File: config.mk
export PLATFORM = sky130hd
export DESIGN_NAME = mqcr_scan_ctrl
export DESIGN_NICKNAME = d
export VERILOG_FILES = /design/src/rtl/mqcr_scan_ctrl.sv
export SDC_FILE = /design/constraint.sdc
export NUM_CORES = 1
export LEC_CHECK = 0
export CELL_PAD_IN_SITES_DETAIL_PLACEMENT = 0
export CELL_PAD_IN_SITES_GLOBAL_PLACEMENT = 2
export CORE_MARGIN = 2
export CORE_UTILIZATION = 37
export CTS_CLUSTER_DIAMETER = 30
export DETAILED_ROUTE_END_ITERATION = 10
export PLACE_DENSITY = 0.85
export SLEW_MARGIN = 20
export SYNTH_ARGS = -nofsm -noshare
export SYNTH_HDL_FRONTEND = slang
export SYNTH_SLANG_ARGS = --single-unit
File: constraint.sdc
create_clock -name clk_i -period 14.1 [get_ports clk_i]
set_input_delay 4.23 -clock clk_i [delete_from_list [all_inputs] [get_ports clk_i]]
set_output_delay 4.23 -clock clk_i [all_outputs]
set_load 0.005 [all_outputs]
File: src/rtl/mqcr_scan_ctrl.sv
// Scan controller: reads a window of the correlation matrix in raster order,
// scales and saturates each word, and streams it out through a 2-entry FIFO.
module mqcr_scan_ctrl #(
    parameter int NUM_CAR_CHANNELS       = 35,
    parameter int F_IN_H                 = 13,
    parameter int F_IN_W                 = 29,
    parameter int START_ROW              = 6,
    parameter int FEATURE_MAP_RESOLUTION = 16,
    parameter int FEATURE_MAP_ADDRWIDE   = 12,
    parameter int SHIFT                  = 4
) (
    input  logic                                         clk_i,
    input  logic                                         rst_ni,
    input  logic                                         start_i,
    input  logic                                         abort_i,
    output logic                                         busy_o,
    output logic                                         done_o,
    output logic                                         rd_en_o,
    output logic [$clog2(NUM_CAR_CHANNELS)-1:0]          rd_row_o,
    output logic [$clog2(NUM_CAR_CHANNELS)-1:0]          rd_col_o,
    input  logic signed [2*FEATURE_MAP_RESOLUTION-1:0]   rd_data_i,
    output logic                                         out_valid_o,
    output logic signed [FEATURE_MAP_RESOLUTION-1:0]     out_data_o,
    output logic [FEATURE_MAP_ADDRWIDE-1:0]              out_addr_o,
    output logic                                         out_last_o,
    input  logic                                         out_ready_i
);

    localparam int RES = FEATURE_MAP_RESOLUTION;
    localparam int AW  = FEATURE_MAP_ADDRWIDE;
    localparam int DW  = 2 * RES;
    localparam int RW  = $clog2(NUM_CAR_CHANNELS);

    localparam logic [AW-1:0]  LAST_ADDR = AW'(F_IN_H * F_IN_W - 1);
    localparam logic [RW-1:0]  ROW_BASE  = RW'(START_ROW);
    localparam logic [RW-1:0]  LAST_COL  = RW'(F_IN_W - 1);
    localparam logic [RES-1:0] SAT_MIN   = {1'b1, {(RES-1){1'b0}}};
    localparam logic [RES-1:0] SAT_MAX   = ~SAT_MIN;

    if (START_ROW + F_IN_H > NUM_CAR_CHANNELS) begin : g_bad_rows
        $error("mqcr_scan_ctrl: START_ROW+F_IN_H exceeds NUM_CAR_CHANNELS");
    end
    if (F_IN_W > NUM_CAR_CHANNELS) begin : g_bad_cols
        $error("mqcr_scan_ctrl: F_IN_W exceeds NUM_CAR_CHANNELS");
    end
    if (longint'(F_IN_H) * longint'(F_IN_W) > (longint'(1) << AW)) begin : g_bad_aw
        $error("mqcr_scan_ctrl: F_IN_H*F_IN_W does not fit in the address width");
    end

    typedef enum logic [1:0] {IDLE, RUN, DRAIN, DONE} state_t;

    state_t          state_q, state_d;
    logic [RW-1:0]   r_q, c_q;
    logic [AW-1:0]   addr_q;
    logic            inflight_q;
    logic [AW-1:0]   infl_addr_q;
    logic            infl_last_q;

    logic [RES-1:0]  fifo_data_q [2];
    logic [AW-1:0]   fifo_addr_q [2];
    logic            fifo_last_q [2];
    logic            wr_ptr_q, rd_ptr_q;
    logic [1:0]      count_q;

    logic            active, kill, push, pop, issue, scan_end;
    logic [2:0]      occ;
    logic signed [DW-1:0] shifted;
    logic            overflow;
    logic [RES-1:0]  sat_data;

    // An abort only matters while a scan is live; it outranks any handshake.
    always_comb begin
        // NOTE: every always_comb output gets a default first so no path leaves it unassigned (no latch).
        active   = (state_q == RUN) || (state_q == DRAIN);
        kill     = abort_i && active;
        push     = inflight_q && !kill;
        pop      = (count_q != 2'd0) && out_ready_i && !kill;
        occ      = {1'b0, count_q} + {2'b00, inflight_q};
        issue    = (state_q == RUN) && !abort_i && ((occ - {2'b00, pop}) < 3'd2);
        scan_end = issue && (addr_q == LAST_ADDR);
    end

    always_comb begin
        shifted  = rd_data_i >>> SHIFT;
        overflow = !((&shifted[DW-1:RES-1]) || !(|shifted[DW-1:RES-1]));
        sat_data = shifted[RES-1:0];
        if (overflow) begin
            sat_data = shifted[DW-1] ? SAT_MIN : SAT_MAX;
        end
    end

    always_comb begin
        busy_o      = active;
        done_o      = (state_q == DONE);
        rd_en_o     = issue;
        rd_row_o    = '0;
        rd_col_o    = '0;
        if (state_q == RUN) begin
            rd_row_o = ROW_BASE + r_q;
            rd_col_o = c_q;
        end
        out_valid_o = (count_q != 2'd0);
        out_data_o  = fifo_data_q[rd_ptr_q];
        out_addr_o  = fifo_addr_q[rd_ptr_q];
        out_last_o  = out_valid_o && fifo_last_q[rd_ptr_q];
    end

    always_comb begin
        state_d = state_q;
        case (state_q)
            IDLE:    if (start_i) state_d = RUN;
            RUN:     if (abort_i) state_d = IDLE;
                     else if (scan_end) state_d = DRAIN;
            DRAIN:   if (abort_i) state_d = IDLE;
                     else if (pop && out_last_o) state_d = DONE;
            DONE:    state_d = IDLE;
            default: state_d = IDLE;
        endcase
    end

    // NOTE: sequential state uses non-blocking assignments so every flop samples pre-edge values.
    always_ff @(posedge clk_i or negedge rst_ni) begin
        if (!rst_ni) begin
            state_q <= IDLE;
        end else begin
            state_q <= state_d;
        end
    end

    // Raster counters restart from (0,0) whenever the block is idle or aborted.
    always_ff @(posedge clk_i or negedge rst_ni) begin
        if (!rst_ni) begin
            r_q    <= '0;
            c_q    <= '0;
            addr_q <= '0;
        end else if (state_q == IDLE || kill) begin
            r_q    <= '0;
            c_q    <= '0;
            addr_q <= '0;
        end else if (issue) begin
            addr_q <= addr_q + AW'(1);
            if (c_q == LAST_COL) begin
                c_q <= '0;
                r_q <= r_q + RW'(1);
            end else begin
                c_q <= c_q + RW'(1);
            end
        end
    end

    always_ff @(posedge clk_i or negedge rst_ni) begin
        if (!rst_ni) begin
            inflight_q  <= 1'b0;
            infl_addr_q <= '0;
            infl_last_q <= 1'b0;
        end else begin
            inflight_q  <= issue && !kill;
            infl_addr_q <= addr_q;
            infl_last_q <= (addr_q == LAST_ADDR);
        end
    end

    always_ff @(posedge clk_i or negedge rst_ni) begin
        if (!rst_ni) begin
            wr_ptr_q <= 1'b0;
            rd_ptr_q <= 1'b0;
            count_q  <= 2'd0;
        end else if (kill) begin
            wr_ptr_q <= 1'b0;
            rd_ptr_q <= 1'b0;
            count_q  <= 2'd0;
        end else begin
            if (push) wr_ptr_q <= ~wr_ptr_q;
            if (pop)  rd_ptr_q <= ~rd_ptr_q;
            case ({push, pop})
                2'b10:   count_q <= count_q + 2'd1;
                2'b01:   count_q <= count_q - 2'd1;
                default: count_q <= count_q;
            endcase
        end
    end

    // NOTE: the FIFO storage is reset because its head entry drives the output bus directly.
    always_ff @(posedge clk_i or negedge rst_ni) begin
        if (!rst_ni) begin
            for (int i = 0; i < 2; i++) begin
                fifo_data_q[i] <= '0;
                fifo_addr_q[i] <= '0;
                fifo_last_q[i] <= 1'b0;
            end
        end else if (push) begin
            fifo_data_q[wr_ptr_q] <= sat_data;
            fifo_addr_q[wr_ptr_q] <= infl_addr_q;
            fifo_last_q[wr_ptr_q] <= infl_last_q;
        end
    end

endmodule

### After elaboration in Yosys (flattened, before gate mapping)

Index checks and enable logic that the tools add are counted.

* register bits after elaboration: 102
* input port bits: 37
* output and inout port bits: 45

* add/subtract/negate cells: 8
* $lt $le $gt $ge: 4
* equal/unequal tests: 10
* multiplexer cells: 42
* bitwise gates (word level): 4
* reductions and logical operators: 28

Operator list (count)
* two-way mux 16 bit: 6
* two-way mux 12 bit: 6
* two-way mux 6 bit: 8
* bitwise mux 32 bit: 1
* bitwise mux 24 bit: 1
* demux 16 bit (select 1 bit): 1
* AND reduction 13 bit: 1
* OR reduction 13 bit: 1
* adder 12 x 1 -> 12 bit, second input constant: 1
* adder 6 x 1 -> 6 bit, second input constant: 2
* demux 12 bit (select 1 bit): 1
* equality test 12 x 9 -> 1 bit, second input constant: 1
* two-way mux 2 bit: 6
* logical AND 1 bit: 11
* nonzero test 2 bit: 5
* two-way mux 1 bit: 8
* one-hot mux 2 bit (4 select lines): 1
* adder 3 x 6 -> 6 bit, first input constant: 1
* equality test 2 bit, second input constant: 3
* equality test 6 x 5 -> 1 bit, second input constant: 1
* equality test 2 x 1 -> 1 bit, second input constant: 2
* greater-or-equal comparator 2 bit, second input constant: 2
* NOT 1 -> 2 bit: 2
* one-hot mux 2 bit (2 select lines): 1
* 18 further kinds: 23

### Depth between registers and ports, before layout

Gate-level depths: netlist of the first run.

* depth after elaboration: 12
* mapped depth: 15
* mapped depth without buffers: 13

### Worst setup path after synthesis of the first run

OpenSTA, ideal clock, no wires.

* kind: in2out
* start point: input abort_i
* end point: output rd_en_o
* arrival time: 6.031 ns
* setup slack: 3.839 ns
* stages on the path: 10
* path buffers: 2
* path through: and2_1 nor2_1 ha_1 nand2b_1 fa_1 nand3b_1 or2_1 buf_6 inv_8 buf_6

* cells in the longest elaborated chain, start to end: 6

Ends and longest elaborated chain
* from (decl): line 15 `input logic abort_i,`
* logical AND 1 bit: line 75 `kill = abort_i && active;`
* logical NOT 1 bit: line 77 `pop = (count_q != 2'd0) && out_ready_i && !kill;`
* logical AND 1 bit: line 77
* subtractor 3 x 1 -> 3 bit: line 79 `issue = (state_q == RUN) && !abort_i && ((occ - {2'b00, pop}) < 3'd2);`
* less-than comparator 3 x 2 -> 1 bit: line 79
* logical AND 1 bit (*): line 79
* to (decl): line 18 `output logic rd_en_o,`

Mark *: on every way between the ends. The rest lies on a longest branch, timed or not.

### Final worst setup path of the first run

Ends and elaborated chain as after synthesis.

==> reports/qor.yml, run 1 <==
status: "finished, final reports clean"
finalMaxSlewViolations: 0
ctsHoldBuffers: 0
dieArea_sq_um: 14400
cts_tree: "yes"
fin_util_pct: 46.7
ir_worst_vdd_mv: 0.0589
seq_area_sq_um: 2550
post-place-ws_ns: 2.54
clockBufferDepth: 2
drc: 0
drive_gt1_share_pct: 12.8
cp_max_fo: 15
fillers: 1216
yosysWarnings: 0
ys_ff_latch: 102
place_area_sq_um: 5880
drtPass1Iterations: 4
grt_usage_pct: 15.1
relSlewSlack_pct: 30.4
synth_ff_type: "dfrtp_1"
hp-start: "addr_q[11]"
antenna_found_initial: 0
synth_top_cell_by_area: "dfrtp_1"
synth-edff-count: 0
num_rows: 42
fin_skew_ns: 0.00814
io_pins: 82
wl_per_cell_microns: 14.3
routed_wl_microns: 10200
grt_first_pass_wirelength_microns: 17200
ys_types: 44
h-tree-depth: 3
power.total_mw: 0.966
p_per_area_nw_per_um2: 157
area_delta_synth_final_pct: 24.1
core-area_sq_um: 13200
grt_max_degree: 75
netlist_instances: 464
worst_pin_slew_ns: 1.04
drt_iter0_markers: 221
required_ns: 9.87
vias: 3497
worst_slack_ns: 2.57
grt_overflow: 0
first_global_vias: 3531
r2r_cells: 13
synth-async-reset-ratio_pct: 100
cts_resized: 0
die_x_microns: 120
io_buffers: 77
r2r_setup_slack_ns: 10.62
fmax_ghz: 0.0868
die_h_microns: 120
synth_top_area_share_pct: 51.4
rr_endpoint: "state_q[1]"
setup-tns-final_ns: 0
synth_area_sq_um: 4960
initial_utilization_pct: 37.6
cts_buffers: 9
antenna_cells: 0
cts_setup_buffers: 0
post-dp-hpwl_microns: 6760
hold_class: "reg -> reg"
rsz0062_at_grt: "no"
fin_crit_ns: 11.53
r2r_start: "state_q[0]"
holdPathStages: 0
yosysMostFrequentCell: "dfrtp_1"
final_nets: 584
start_kind: "input port"
endpoint_kind: "primary output"
setup_violations: 0
worstSetupPathType: "in -> out"
synth_area_leaders: "dfrtp_1 (51%), mux2_2 (9.3%), nand2_1 (4.2%)"
period_share_pct: 81.7
seq_area_frac_synth_pct: 51.4
min_to: "infl_addr_q[11]"
final_cell_area_sq_um: 6160
cp.arrival_ns: 7.30
multi_input_area_sq_um: 2200
ant_nets: 0
gp_congestion: 0.769
fin_cells: 714
cts_root_buf: "clkbuf_16"
maxCapViolations: 0
clock_latency_ns: 0.34
avgViaCountPerCell: 4.90
synth_top_cells_by_count: "dfrtp_1 (102), nand2_1 (56), mux2_2 (41)"
synth_nets: 515
synth_area_per_cell_sq_um: 10.7
hold_violations: 0
dp.cells: 698
p_leak_nw: 2.73
cts.sinks: 102
clk_pin_slew_ns: 0.07
holdWs_ns: 0.427
==> worst max path at each step <==
stage | start | to | slack, ns
2_1_floorplan | abort_i | rd_en_o | 3.84
3_3_place_gp | abort_i | rd_en_o | 2.58
3_5_place_dp | abort_i | rd_en_o | 2.54
4_1_cts | abort_i | rd_en_o | 2.53
5_1_grt | abort_i | rd_en_o | 2.36
6_report | abort_i | rd_en_o | 2.57
==> cells by family (layout without fill, tap and decap cells) <==
family / count (synthesis) / after routing / share of synthesized area [%]
adders and majority gates: 14 / 14 / 3.68
muxes: 60 / 60 / 13.1
AOI/OAI and AO/OA: 72 / 72 / 9.35
DFF: 102 / 102 / 51.4
xor gates and xnor gates: 23 / 23 / 4.21
and+or+nand+nor: 142 / 142 / 13.8
buffers and inverters: 51 / 125 / 4.46
==> flip-flops by register name, summed over array words and instances (netlist names), 2 cells and up <==
register and cells:
addr_q 12, c_q 6, count_q 2, fifo_addr_q 24, fifo_data_q 32, fifo_last_q 2
infl_addr_q 12, r_q 6, state_q 2
==> worst max-delay path, stage by stage <==
cell             delay [ns]
clkdlybuf4s50_1        0.54
and2_1                 0.24
nor2_1                 0.07
ha_1                   0.26
nand2b_1               0.15
fa_1                   0.49
nand3b_1               0.16
or2_1                  0.44
inv_8                  0.18
clkdlybuf4s50_1        0.52
==> area by class of cell <==
class / instances / share of cell area [%]
Inverter: 29 / 1.89
Timing Repair Buffer: 80 / 12.8
Tap cell: 176 / 3.57
Clock inverter: 6 / 0.751
Multi-Input combinational cell: 311 / 35.7
Clock buffer: 10 / 3.88
Sequential cell: 102 / 41.4
==> cell usage in the layout, fill, tap and decap left out, types with 6 or more instances in the layout <==
cell type	instances
dfrtp_1	102
mux2i_1	19
mux2_2	41
a21oi_1	8
and2_1	12
inv_1	28
nand3_1	7
xnor2_1	9
o21ai_0	32
nor2_1	33
xor2_1	13
nand4_1	8
nand2_1	56
ha_1	13
nor2b_1	6
o2bb2ai_1	15
clkbuf_16	9
clkdlybuf4s50_1	76
==> report_power, final <==
| part | internal [mW] | switching [mW] | total [mW] | leakage (nW) |
|---|---|---|---|---|
| combinational | 0.169 | 0.179 | 0.348 | 1.23 |
| clock | 0.126 | 0.110 | 0.236 | 0.140 |
| sequential | 0.350 | 0.0319 | 0.382 | 1.35 |
==> routing by layer <==
metal / track usage [%] / wire [microns] / share of wire (%) / vias up
li1: - / - / - / 1724
met1: 18.9 / 4740 / 46 / 1710
met2: 25.6 / 5050 / 49 / 59
met3: 4.66 / 376 / 3.7 / 4
met4: 3.31 / 44 / 0.43 / 0
met5: 0 / 0 / 0 / -
(Power assumes the default switching activity.)
==> run 2, diff against run 1 <==
CORE_UTILIZATION = 31   (was 37)
PLACE_DENSITY = 0.76   (was 0.85)
clock period = 9.3 ns   (was 14.1 ns; I/O delays follow)
==> run 2 against run 1 <==
  * Total power is 58% higher
  * Register-to-register slack worse by 4.8 ns
  * Sequential power is 51% higher
  * Clock skew is 0.0044 ns lower
  * Combinational power is 56% higher
  * Global-route usage is 1.6 points lower
  * Die area is 19% higher
  * Via count is 0.71% higher
  * Flip-flop and latch count stayed put
==> reports/qor.yml, run 2 (same netlist as run 1, synthesis figures left out) <==
r2r_setup_slack_ns: 5.78  # was 10.62 ns
setup-tns-final_ns: 0  # unchanged
cts_buffers: 9  # unchanged
grt_first_pass_wirelength_microns: 18000  # was 17200 microns
wl_per_cell_microns: 14.3  # about the same
io_buffers: 77  # unchanged
r2r_cells: 13  # unchanged
cp.arrival_ns: 5.88  # was 7.30 ns
cts_resized: 0  # unchanged
rsz0062_at_grt: "no"  # unchanged
cp_max_fo: 15  # unchanged
io_pins: 82  # unchanged
vias: 3522  # was 3497
worst_pin_slew_ns: 0.975  # was 1.04 ns
gp_congestion: 0.773  # was 0.769
ctsHoldBuffers: 0  # unchanged
drt-met1-wl_microns: 5020  # was 4740 microns
required_ns: 6.51  # was 9.87 ns
post-place-ws_ns: 0.621  # was 2.54 ns
hold_violations: 0  # unchanged
die_h_microns: 131  # was 120 microns
area_delta_synth_final_pct: 26.6  # was 24.1%
wl_met3_microns: 582  # was 376 microns
initial_utilization_pct: 31.5  # was 37.6%
drc: 0  # unchanged
hold_class: "reg -> reg"  # unchanged
worst_slack_ns: 0.633  # was 2.57 ns
die_x_microns: 131  # was 120 microns
cts_root_buf: "clkbuf_16"  # unchanged
p_per_area_nw_per_um2: 244  # was 157 nW/um^2
maxCapViolations: 0  # unchanged
reg_top3: "fifo_data_q x32, fifo_addr_q x24"  # unchanged
place_area_sq_um: 5930  # was 5880 sq um
route.met2.wl_microns: 5040  # was 5050 microns
hp-start: "addr_q[11]"  # unchanged
fmax_ghz: 0.115
final_cell_area_sq_um: 6280  # was 6160 sq um
final_nets: 584  # unchanged
setup_violations: 0  # unchanged
drtPass1Iterations: 6  # was 4
largest-register: "fifo_data_q"  # unchanged
r2r_start: "state_q[0]"  # unchanged
ir_worst_vdd_mv: 0.102  # was 0.0589 mV
ant_nets: 0  # unchanged
finalMaxSlewViolations: 0  # unchanged
routed.top_layer: "met4"  # unchanged
fin_skew_ns: 0.00373  # was 0.00814 ns
fin_crit_ns: 8.67
status: "finished, final reports clean"  # unchanged
worstSetupPathType: "in -> out"  # unchanged
clock_latency_ns: 0.34  # about the same
clk_pin_slew_ns: 0.07  # about the same
clockBufferDepth: 2  # unchanged
drt_iter0_markers: 181  # was 221
grt_overflow: 0  # unchanged
relSlewSlack_pct: 34.8  # was 30.4%
drive_gt1_share_pct: 13.0  # was 12.8%
dieArea_sq_um: 17000  # was 14400 sq um
grt_max_degree: 78  # was 75
cts_tree: "yes"  # unchanged
grt_usage_pct: 13.5  # was 15.1%
antenna_found_initial: 0  # unchanged
post-dp-hpwl_microns: 7090  # was 6760 microns
endpoint_kind: "primary output"  # unchanged
num_rows: 46  # was 42
largest_register_ffs: 32  # unchanged
layout_common_cells: "dfrtp_1 (102), clkdlybuf4s50_1 (76), nand2_1 (56)"  # unchanged
period_share_pct: 93.2
rr_endpoint: "state_q[1]"  # unchanged
routed_wl_microns: 10800  # was 10200 microns
start_kind: "input port"  # unchanged
core-area_sq_um: 15800  # was 13200 sq um
h-tree-depth: 3  # unchanged
p_leak_nw: 2.77  # was 2.73 nW
min_to: "infl_addr_q[11]"  # unchanged
first_global_vias: 3622  # was 3531
final_common_cell: "dfrtp_1"  # unchanged
antenna_cells: 0  # unchanged
holdPathStages: 0  # unchanged
avgViaCountPerCell: 4.67  # was 4.90
cts_setup_buffers: 0  # unchanged
power.total_mw: 1.53  # was 0.966 mW
cts.sinks: 102  # unchanged
run 2: layer usage:
metal  track usage [%]  vias to the layer above
met5                 0                        -
met4              3.63                        0
met3              3.75                       10
met2              22.6                       76
met1              17.2                     1713
li1                  -                     1723
run 2: worst max path at each step:
| stage | from | endpoint | slack [ns] | cells past startpoint |
|---|---|---|---|---|
| global placement | abort_i | rd_en_o | 0.63 | 10 |
| floorplan | abort_i | rd_en_o | 1.92 | 10 |
| global route | abort_i | rd_en_o | 0.43 | 10 |
| detailed placement | abort_i | rd_en_o | 0.62 | 10 |
| CTS | abort_i | rd_en_o | 0.60 | 10 |
| finish | abort_i | rd_en_o | 0.63 | 10 |
run 2: area by class of cell:
cell class | instances | area, sq um
multi-input combinational | 311 | 2210
timing repair buffer | 80 | 803
tap | 216 | 270
inverter | 29 | 116
clock inverter | 6 | 92.6
sequential | 102 | 2550
fill | 1552 | 9490
clock buffer | 10 | 239
run 2: report_power, final:
part	switching, mW	internal [mW]
Sequential	0.0473	0.531
Combinational	0.281	0.261
Clock	0.166	0.245
run 2: worst max-delay path, cell delays in order:
cell and delay (ns):
clkdlybuf4s50_1 0.54, and2_1 0.25, nor2_1 0.07, ha_1 0.26
nand2b_1 0.15, fa_1 0.49, nand3b_1 0.16, or2_1 0.45
inv_8 0.18, clkdlybuf4s50_1 0.52
run 2: metrics by stage:
step                utilization, %  std cells  hold WS, ns
finish                        39.8        754        0.430
global route                  39.8        754        0.455
CTS                           39.7        753        0.433
detailed placement            37.6        737        0.423
global placement              37.6        737        0.411
floorplan                        -        464        0.393
==> run 3, diff against run 2 <==
ABC_AREA = 1   (was default)
CORE_UTILIZATION = 28   (was 31)
CTS_CLUSTER_SIZE = 8   (was default)
==> run 3 against run 2 <==
  * Sequential share of layout area is 0.97 points lower
  * Utilization is 4.3 points lower
  * Critical endpoint unchanged
  * Largest cell class unchanged
  * Largest power group is now combinational cells
  * Non-clock buffer count stayed put
  * Maximum frequency is 1.4% higher
  * Highest routed layer unchanged
  * Cell count is 30% higher
  * Count of clock-buffer cells in the layout is 2 higher
==> reports/qor.yml, run 3 <==
place_area_sq_um: 6120  # was 5930 sq um
netlist_instances: 680  # was 464
maxCapViolations: 0  # unchanged
drc: 0  # unchanged
dp.cells: 966  # was 737
cts.sinks: 102  # unchanged
p_int_mw: 1.19  # was 1.04 mW
drt_iter0_markers: 249  # was 181
synth_top_cell_by_area: "dfrtp_1"  # unchanged
swShare_pct: 36.9  # was 32.3%
grt_max_degree: 71  # was 78
drive_gt1_share_pct: 6.37  # was 13.0%
synth_ff_type: "dfrtp_1"  # unchanged
power_frac_comb_pct: 43.0  # was 35.4%
synth_area_sq_um: 5200  # was 4960 sq um
ys_ff_latch: 102  # unchanged
initial_utilization_pct: 28.7  # was 31.5%
ir_worst_vdd_mv: 0.102  # about the same
fin_skew_ns: 0.00776  # was 0.00373 ns
cts_root_buf: "clkbuf_16"  # unchanged
final_cell_area_sq_um: 6440  # was 6280 sq um
cts_setup_buffers: 0  # unchanged
crit_chain: "clkdlybuf4s50_1, nand2_2, nand3_1, inv_1, ha_1, or2_2, fa_1, nand2_2, nor2_4, clkdlybuf4s50_1"  # was clkdlybuf4s50_1, and2_1, nor2_1, ha_1, nand2b_1, fa_1, nand3b_1, or2_1, inv_8, clkdlybuf4s50_1
wl_per_cell_microns: 13.0  # was 14.3 microns
power.total_mw: 1.89  # was 1.53 mW
grt_overflow: 0  # unchanged
final_nets: 799  # was 584
die_h_microns: 140  # was 131 microns
core-area_sq_um: 18100  # was 15800 sq um
hold_violations: 0  # unchanged
grt_first_pass_wirelength_microns: 21800  # was 18000 microns
yosysMostFrequentCell: "nand2_1"  # was dfrtp_1
area_delta_synth_final_pct: 23.9  # was 26.6%
p_sw_mw: 0.698  # was 0.494 mW
layout_common_cells: "nand2_1 (311), dfrtp_1 (102), clkdlybuf4s50_1 (76)"  # was dfrtp_1 (102), clkdlybuf4s50_1 (76), nand2_1 (56)
h-tree-depth: 3  # unchanged
setup-tns-final_ns: 0  # unchanged
required_ns: 6.51  # about the same
p_leak_nw: 3.15  # was 2.77 nW
drtPass1Iterations: 4  # was 6
hold_class: "reg -> reg"  # unchanged
synth_area_per_cell_sq_um: 7.64  # was 10.7 sq um
fmax_ghz: 0.117  # was 0.115 GHz
yosysWarnings: 0  # unchanged
post-dp-hpwl_microns: 8500  # was 7090 microns
dieArea_sq_um: 19700  # was 17000 sq um
routed_wl_microns: 12800  # was 10800 microns
io_buffers: 77  # unchanged
ant_nets: 0  # unchanged
synth_area_leaders: "dfrtp_1 (49%), nand2_1 (22%), inv_1 (4.4%)"  # was dfrtp_1 (51%), mux2_2 (9.3%), nand2_1 (4.2%)
ys_types: 35  # was 44
path_delay_family: "buffers and inverters"  # unchanged
cp_max_fo: 13  # was 15
cts_tree: "yes"  # unchanged
p_per_area_nw_per_um2: 294  # was 244 nW/um^2
worstSetupPathType: "in -> out"  # unchanged
io_pins: 82  # unchanged
seq_area_frac_synth_pct: 49.1  # was 51.4%
antenna_cells: 0  # unchanged
status: "finished, final reports clean"  # unchanged
grt_usage_pct: 13.7  # was 13.5%
relSlewSlack_pct: 39.2  # was 34.8%
reg_top3: "fifo_data_q x32, fifo_addr_q x24"  # unchanged
period_share_pct: 91.9  # was 93.2%
antenna_found_initial: 0  # unchanged
first_global_vias: 4385  # was 3622
worst_pin_slew_ns: 0.910  # was 0.975 ns
clk_pin_slew_ns: 0.07  # about the same
cp_slowest_cell: "clkdlybuf4s50_1"  # unchanged
gp_congestion: 0.773  # about the same
finalMaxSlewViolations: 0  # unchanged
cts_buffers: 9  # unchanged
ctsHoldBuffers: 0  # unchanged
die_x_microns: 140  # was 131 microns
r2r_cells: 13  # unchanged
synth_nets: 731  # was 515
vias: 4331  # was 3522
synth-async-reset-ratio_pct: 100  # unchanged
clockPowerShare_pct: 21.3  # was 26.9%
synth_top_cells_by_count: "nand2_1 (311), dfrtp_1 (102), inv_1 (61)"  # was dfrtp_1 (102), nand2_1 (56), mux2_2 (41)
fin_cells: 982  # was 754
rsz0062_at_grt: "no"  # unchanged
num_rows: 49  # was 46
clock_latency_ns: 0.35  # was 0.34 ns
endpoint_kind: "primary output"  # unchanged
fillers: 1914  # was 1552
avgViaCountPerCell: 4.41  # was 4.67
clockBufferDepth: 2  # unchanged
power_frac_seq_pct: 35.7  # was 37.7%
holdWs_ns: 0.404  # was 0.430 ns
holdPathStages: 0  # unchanged
synth-edff-count: 0  # unchanged
start_kind: "input port"  # unchanged
cts_resized: 0  # unchanged
crit_buf_inv: 3  # unchanged
setup_violations: 0  # unchanged
critPathMaxStageDelay_ns: 0.58  # was 0.54 ns
final_common_cell: "nand2_1"  # was dfrtp_1
cp.arrival_ns: 5.75  # was 5.88 ns
largest_register_ffs: 32  # unchanged
largest-register: "fifo_data_q"  # unchanged
crit_cells: 10  # unchanged
synth_top_area_share_pct: 49.1  # was 51.4%
fin_crit_ns: 8.54  # was 8.67 ns
[run 3: changes by cell type in the layout (fill, tap and decap cells not counted), sizes merged, moves of 11 or more]
cell	before	now
and2	12	1
inv	31	67
mux2	41	0
mux2i	19	0
nand2	56	315
nand3	7	24
nor2	34	51
o21ai	37	49
o2bb2ai	15	0
[run 3: power by group through the flow]
stage	sequential (mW)	combinational [mW]	clock, mW
6_report	0.675	0.812	0.402
5_1_grt	0.698	0.924	0.433
4_1_cts	0.675	0.832	0.416
3_5_place_dp	0.683	0.828	0
3_3_place_gp	0.678	0.817	0
2_1_floorplan	0.663	0.482	0
[run 3: per-stage QoR]
stage,worst slack (ns),utilization (%)
floorplan,2.13,-
global placement,0.765,33.8
CTS,0.747,35.6
detailed placement,0.751,33.8
finish,0.757,35.6
global route,0.602,35.6
[run 3: path summary, 6_finish.rpt]
path / startpoint / end / slack, ns
worst min-delay path: addr_q[1] / infl_addr_q[1] / 0.40
worst max-delay path: abort_i / rd_en_o / 0.76
worst max register to register: state_q[0] / r_q[3] / 6.02
worst min register to register: addr_q[1] / infl_addr_q[1] / 0.40
max in group asynchronous: rst_ni / fifo_data_q[1] / 5.67
min in group asynchronous: rst_ni / fifo_data_q[15] / 2.38
[run 3: worst reg2reg max path, stage by stage, from the launching register on]
cell and delay, ns:
dfrtp_1 0.40, inv_1 0.10, ha_1 0.34, nand2_2 0.15
nand3_1 0.12, inv_1 0.09, ha_1 0.22, or2_2 0.30
fa_1 0.53, nand4_1 0.24, nand2_1 0.37, nand2_1 0.18
nand2_1 0.09, nand2_1 0.05
[run 3: layer usage]
layer	global-route usage, %	share of wire (%)
met3	2.05	3.5
met2	24.1	49
met1	17.4	47
met5	0	0
met4	4.57	1.4
[run 3: layout make-up]
cell class | instances | area (sq um) | share of cell area, %
Clock buffer | 12 | 267 | 4.14
Clock inverter | 4 | 53.8 | 0.836
Inverter | 67 | 254 | 3.95
Multi-Input combinational cell | 488 | 2230 | 34.7
Sequential cell | 102 | 2550 | 39.7
Tap cell | 229 | 287 | 4.45
Timing Repair Buffer | 80 | 791 | 12.3
[run 3: kinds of logic (layout without fill, tap and decap cells)]
family,count (synthesis),count (layout),synth area share [%]
flip-flops,102,102,49.1
AO/OA/AOI/OAI,63,63,6.96
AND/OR/NAND/NOR,405,405,31.5
adder cells (fa/ha/maj),14,14,3.51
buffers and inverters,90,163,7.92
XOR/XNOR,6,6,1.01
